`src/rtl/round_robin_scheduler.sv`:
```
// 16-way round-robin arbiter with registered one-hot grant held until the owner releases.
// Optional hold timeout compiled in with `define ARB_TIMEOUT_EN (limit set by MAX_HOLD).
module round_robin_scheduler #(
  parameter int MAX_HOLD = 64
) (
  input  logic        Clk,
  input  logic        Reset,
  input  logic        arbEnable,
  input  logic [15:0] requestSignals,
  output logic [15:0] grantSignals,
  output logic        grantValid,
  output logic [3:0]  grantIndex,
  output logic        timeoutPulse
);

  typedef enum logic {IDLE, GRANT} state_t;

  if (MAX_HOLD < 1 || MAX_HOLD > 65535) begin : g_bad_max_hold
    $error("MAX_HOLD out of range 1..65535");
  end

  state_t      state_q, state_d;
  logic [15:0] grant_q, grant_d;
  logic        valid_q, valid_d;
  logic [3:0]  index_q, index_d;
  logic [3:0]  pointer_q, pointer_d;
  logic        timeout_q, timeout_d;
`ifdef ARB_TIMEOUT_EN
  localparam logic [15:0] HOLD_LAST = 16'(MAX_HOLD - 1);
  logic [15:0] hold_q, hold_d;
`endif

  // Round-robin search: first set request at or after the pointer, wrapping at 15.
  logic [3:0] win_idx;
  logic       win_found;
  logic [3:0] cand;
  always_comb begin
    win_idx   = pointer_q;
    win_found = 1'b0;
    cand      = '0;
    for (int k = 0; k < 16; k++) begin
      cand = pointer_q + 4'(k);
      if (!win_found && requestSignals[cand]) begin
        win_found = 1'b1;
        win_idx   = cand;
      end
    end
  end

  always_comb begin
    state_d   = state_q;
    grant_d   = grant_q;
    valid_d   = valid_q;
    index_d   = index_q;
    pointer_d = pointer_q;
    timeout_d = 1'b0;
`ifdef ARB_TIMEOUT_EN
    hold_d    = hold_q;
`endif
    case (state_q)
      IDLE: begin
        if (arbEnable && win_found) begin
          grant_d = 16'(1) << win_idx;
          valid_d = 1'b1;
          index_d = win_idx;
          state_d = GRANT;
`ifdef ARB_TIMEOUT_EN
          hold_d  = '0;
`endif
        end
      end
      GRANT: begin
        if (!requestSignals[index_q]) begin
          grant_d   = '0;
          valid_d   = 1'b0;
          pointer_d = index_q + 4'd1;
          state_d   = IDLE;
        end
`ifdef ARB_TIMEOUT_EN
        else if (hold_q == HOLD_LAST) begin
          grant_d   = '0;
          valid_d   = 1'b0;
          pointer_d = index_q + 4'd1;
          timeout_d = 1'b1;
          state_d   = IDLE;
        end else begin
          hold_d = hold_q + 16'd1;
        end
`endif
      end
      default: state_d = IDLE;
    endcase
  end

  always_ff @(posedge Clk) begin
    if (Reset) begin
      state_q   <= IDLE;
      grant_q   <= '0;
      valid_q   <= 1'b0;
      index_q   <= '0;
      pointer_q <= '0;
      timeout_q <= 1'b0;
`ifdef ARB_TIMEOUT_EN
      hold_q    <= '0;
`endif
    end else begin
      state_q   <= state_d;
      grant_q   <= grant_d;
      valid_q   <= valid_d;
      index_q   <= index_d;
      pointer_q <= pointer_d;
      timeout_q <= timeout_d;
`ifdef ARB_TIMEOUT_EN
      hold_q    <= hold_d;
`endif
    end
  end

  assign grantSignals = grant_q;
  assign grantValid   = valid_q;
  assign grantIndex   = index_q;
`ifdef ARB_TIMEOUT_EN
  assign timeoutPulse = timeout_q;
`else
  assign timeoutPulse = 1'b0;
  logic unused_timeout;
  assign unused_timeout = timeout_q;
`endif

endmodule

```
`config.mk`:
```
export PLATFORM = sky130hd
export DESIGN_NAME = round_robin_scheduler
export DESIGN_NICKNAME = d
export VERILOG_FILES = /design/src/rtl/round_robin_scheduler.sv
export SDC_FILE = /design/constraint.sdc
export NUM_CORES = 1
export LEC_CHECK = 0
export BUFFER_PORTS_ARGS = -buffer_cell sky130_fd_sc_hd__buf_2
export CAP_MARGIN = 30
export CORE_UTILIZATION = 35
export CTS_CLUSTER_SIZE = 20
export DETAILED_ROUTE_END_ITERATION = 7
export PLACE_DENSITY = 0.54
export SYNTH_ARGS = -nofsm -noshare
export SYNTH_HDL_FRONTEND = slang
export SYNTH_SLANG_ARGS = --single-unit
```
`constraint.sdc`:
```
create_clock -name Clk -period 5.85 [get_ports Clk]
set_input_delay 1.17 -clock Clk [delete_from_list [all_inputs] [get_ports Clk]]
set_output_delay 1.17 -clock Clk [all_outputs]
set_load 0.005 [all_outputs]
```
# ---- Word level (Yosys, flattened, before mapping)
# Index checks and enable logic that the tools add are counted.
dict set report op_classes {
  shift 1
  n_reduce_logical 34
  n_div 0
  n_mux 74
  multipliers 0
  add_sub_neg 16
  order_cmp 17
  eq_ne 2
  n_bitwise 2
}
# op count
set ops {}
lappend ops {{4-bit by 5-bit < comparator with 1-bit output, second input constant} 17}
lappend ops {{1-bit binary-select mux with 4-bit select} 17}
lappend ops {{4-bit 2-to-1 mux} 15}
lappend ops {{1-bit 2-to-1 mux} 37}
lappend ops {{4-bit adder, second input constant} 8}
lappend ops {{16-bit 2-to-1 mux} 2}
lappend ops {{16-bit case mux with 2 select lines} 1}
lappend ops {{4-bit by 3-bit adder with 4-bit output, second input constant} 4}
lappend ops {{1-bit logical AND} 16}
lappend ops {{1-bit by 4-bit left shift with 16-bit output, first input constant} 1}
lappend ops {{1-bit zero test} 15}
lappend ops {{4-bit by 1-bit adder with 4-bit output, second input constant} 2}
lappend ops {{4-bit by 2-bit adder with 4-bit output, second input constant} 2}
lappend ops {{2-bit AND reduction} 3}
lappend ops {{2-bit != test, second input constant} 2}
lappend ops {{1-bit case mux with 2 select lines} 2}
lappend ops {{1-bit inverter} 2}
dict set report word_totals {
  word_cells 151
  latch_bits 0
  romBits 0
  mem_bits_rw 0
  ff_bits 26
  out_inout_bits 22
  memories 0
  input_bits 19
}

# ---- Depth between registers and ports, before layout
dict set report depth {
  word_depth 51
  depth_mapped 17
  mapped_depth_nobuf 12
}

# ---- Least setup slack after synthesis
# Ideal clock, no wire load.
dict set report synth_path {
  kind {register -> register}
  from {reg pointer_q[1]}
  to {reg grant_q[9] (netlist: grantSignals[9])}
  setup_time_ns 0.069
  stages_incl_launch_ff 17
  path_buffers 5
  t_required_ns 5.781
  setup_slack_ns 0.774
  period_less_slack_ns 5.076
  t_arrival_ns 5.007
  cell_sequence {dfxtp_1 buf_2 buf_1 clkbuf_1 inv_1 ha_1 buf_2 mux4_2 mux4_2 buf_2 or3_1 nand2b_1 or4_1 o31ai_1 a31oi_4 or3_1 o21ai_1}
}
dict set report synth_between {
  elab_chain_len 51
  elab_cells_between_ends 114
  classes_between {add/sub: 15; eq/ne: 1; shift: 1; mux: 65; reduce/logical: 32}
}
# item line
set synth_rtl {}
lappend synth_rtl {{from (decl)} 26} ;# logic [3:0] pointer_q, pointer_d;
lappend synth_rtl {{from (signal assigned)} 111} ;# pointer_q <= pointer_d;
lappend synth_rtl {{branches (longest 51 deep; another with 4-bit by 1-bit adder with 4-bit output)} n/a}
lappend synth_rtl {{to (signal assigned)} 108} ;# grant_q <= grant_d;
lappend synth_rtl {{to (decl)} 23} ;# logic [15:0] grant_q, grant_d;
# Parallel ways; which one is timed is not known. The select of a mux whose other input is x is not followed.
# A chain may end at the register's enable or synchronous reset.

# ---- Worst setup path after layout
dict set report layout_path {
  from {reg pointer_q[1]}
  to {reg grant_q[3] (netlist: grantSignals[3])}
}
# The elaborated chain is that of the path after synthesis.

==> qor.txt <==
outcome = finished clean
DP Area = 3830 µm²
largest net degree at the start of global routing = 32
Core Box Area = 9770 µm²
num ports = 41
total grt overflow = 0
pre-CTS setup slack = 0.716 ns
Power Dens Cells = 272 nW/µm²
Synth Cell Area = 3540 µm²
CTS tree = built
cts bufs inserted = 3
Starting DRT DRC Count = 404
fin area = 3880 µm²
Async S/R FF share, synth = 0%
Worst Hold Class = flop to flop
share of layout cells above drive strength 1 = 24.9%
hpwl dp = 8390 µm
I/O Buffers = 39
Slew Limit Headroom = 30.9%
clk_lat worst skew = 0.27 ns
clock slew at reported path FFs = 0.09 ns
n_diodes = 0
Initial Util = 36.2%
routing usage on met3 = 3.32%
met1 usage = 30.7%
Worst-Margin Slew = 1.03 ns
Filler cells = 984
fin nets = 454
CTS Hold Buffers Added = 0
vias in the first global route = 3215
critical path arrival = 5.36 ns
Multi-input gate area = 2870 µm²
Detail Route Antenna Nets = 0
synthesized instance count = 401
critical path's top delay family = simple AND/OR/NAND/NOR gates
cts repair resizes = 0
Crit Path Category = flop to flop
Fin Setup TNS = 0 ns
GR Util met2 = 35.1%
Setup Skew = 0.00434 ns
Root Driver = clkbuf_8
CTS H-Tree Depth = 1
register area share after synthesis = 14.7%
cells along the critical path = inv_1, ha_1, mux4_2, o21a_1, a211oi_1, nor2_1, or4_4, nor2_1, a41oi_2, nor3b_2, a22o_1
routed vias/inst = 6.13
Fmax = 195 MHz
CP max stage cell = nor3b_2
CP dominant cell by count = nor2_1
first-pass GRT wire length = 17600 µm
ys flop type = dfxtp_1
Detailed Routing Iterations Pass 1 = 5
All-Layer GR Usage = 21.7%
fin crit share = 87.9%
crit-path max FO = 18
# DRC = 0
routed via count = 3429
final setup vio count = 0
Synth area leader = mux4_2
Worst setup SP type = flop
unrepaired setup endpoints after global routing = no
most numerous cell in the Yosys netlist = nor2_1
register bit total from synthesis = 26
top cells by area, synth = mux4_2, dfxtp_1, mux2i_1, mux2_2, mux4_1
WL final = 10900 µm
leakage power = 1.38 nW
drt wl/cell = 19.4 µm
Std-Cell Rows = 36
post-CTS setup repair buffer count = 0
syn nets = 428
crit end category = flop
Hold Vio Cnt, Final = 0
Placer Congestion = 0.915
Syn. warnings = 0
Die Y = 103 µm
CP required = 6.07 ns
synth unique cells = 71
minimum clock period = 5.14 ns
GR peak layer = met2
synth cell count leaders = nor2_1, nand2_1, dfxtp_1
max_cap viols = 0
Slew Limit Fails = 0
die width = 103 µm
die area = 10500 µm²
CP Buf/Inv Count = 1
Post-synth EDFFs = 0
Area Overhead vs Synth = 9.87%
Max Buffers Root-to-Sink = 2
CP peak stage delay = 0.88 ns
syn avg cell area = 8.82 µm²
initial antenna violation count = 0
top cell type's share of synthesized area = 15.9%
Final WS setup = 0.711 ns
clk sinks = 26
worst vdd ir = 0.151 mV
FF/Latch Area = 520 µm²
[kinds of logic (layout without fill, tap and decap cells)]
kind of cell,Yosys count,after routing,synth area share [%]
simple gates,141,141,19.9
compound gates,107,107,21.8
mux,71,71,32.9
buf+inv,32,57,4.03
flops,26,26,14.7
xor+xnor,15,15,3.72
fa+ha+maj,8,8,2.83
other cells,1,1,0.106
[report_power, final]
part	switching [mW]	total [mW]	internal (mW)
registers	0.0197	0.213	0.193
logic	0.432	0.727	0.295
clock network	0.0565	0.117	0.0602
[state kept, by name, indices dropped and copies added, names as in the netlist]
| name | flops |
|---|---|
| grantIndex | 4 |
| grantValid | 1 |
| grantSignals | 16 |
| pointer_q | 4 |
| state_q | 1 |
[worst min-delay path, cell delays in order (launching register included)]
cell and delay, ns:
dfxtp_1 0.32, nand2_1 0.05, o21ai_1 0.05
[stage by stage]
stage / instances / util (%) / total power, mW / hold WS [ns]
5_1_grt: 559 / 39.7 / 1.13 / 0.488
2_1_floorplan: 401 / - / 0.755 / 0.442
4_1_cts: 559 / 39.7 / 1.05 / 0.461
6_report: 559 / 39.7 / 1.06 / 0.457
3_3_place_gp: 555 / 39.2 / 0.933 / 0.433
3_5_place_dp: 555 / 39.2 / 0.930 / 0.444
[cell type report]
type                       count  area share [%]
multi-input combinational    343            73.9
sequential                    26            13.4
timing repair buffer          45            6.18
tap                          133            4.28
clock buffer                   4            1.42
inverter                       8           0.773
[cells in the final DEF (no fill, tap or decap), types with 4 or more instances in the layout]
cell and count:
nand2b_1 8, or3_1 5, mux2_2 17, o21ai_1 4
buf_2 39, xor2_1 6, ha_1 8, nor2_1 39
buf_4 6, nand3_1 8, mux4_1 7, o22ai_1 6
a21oi_1 14, nor3_1 18, mux2i_1 21, or2_2 4
and2_1 4, o21a_1 4, clkbuf_8 4, a31oi_1 6
nand2_1 34, a22o_1 8, a211oi_1 7, o31ai_1 5
inv_1 6, xnor2_1 9, mux4_2 25, o21ai_0 18
dfxtp_1 26
[per-layer routing]
layer	wire [µm]	vias up
met2	5160	151
met4	132	0
met1	4800	1647
met3	773	10
met5	0	-
li1	-	1621
[final timing paths]
check	cells after the start	endpoint	slack, ns	start
max reg2reg	11	grantSignals[3]$_SDFFE_PP0P_	0.71	pointer_q[1]$_SDFFE_PP0P_
min	2	grantSignals[12]$_SDFFE_PP0P_	0.46	grantSignals[12]$_SDFFE_PP0P_
max	11	grantSignals[3]$_SDFFE_PP0P_	0.71	pointer_q[1]$_SDFFE_PP0P_
min reg2reg	2	grantSignals[12]$_SDFFE_PP0P_	0.46	grantSignals[12]$_SDFFE_PP0P_
Power figures use the tool's default switching activity.
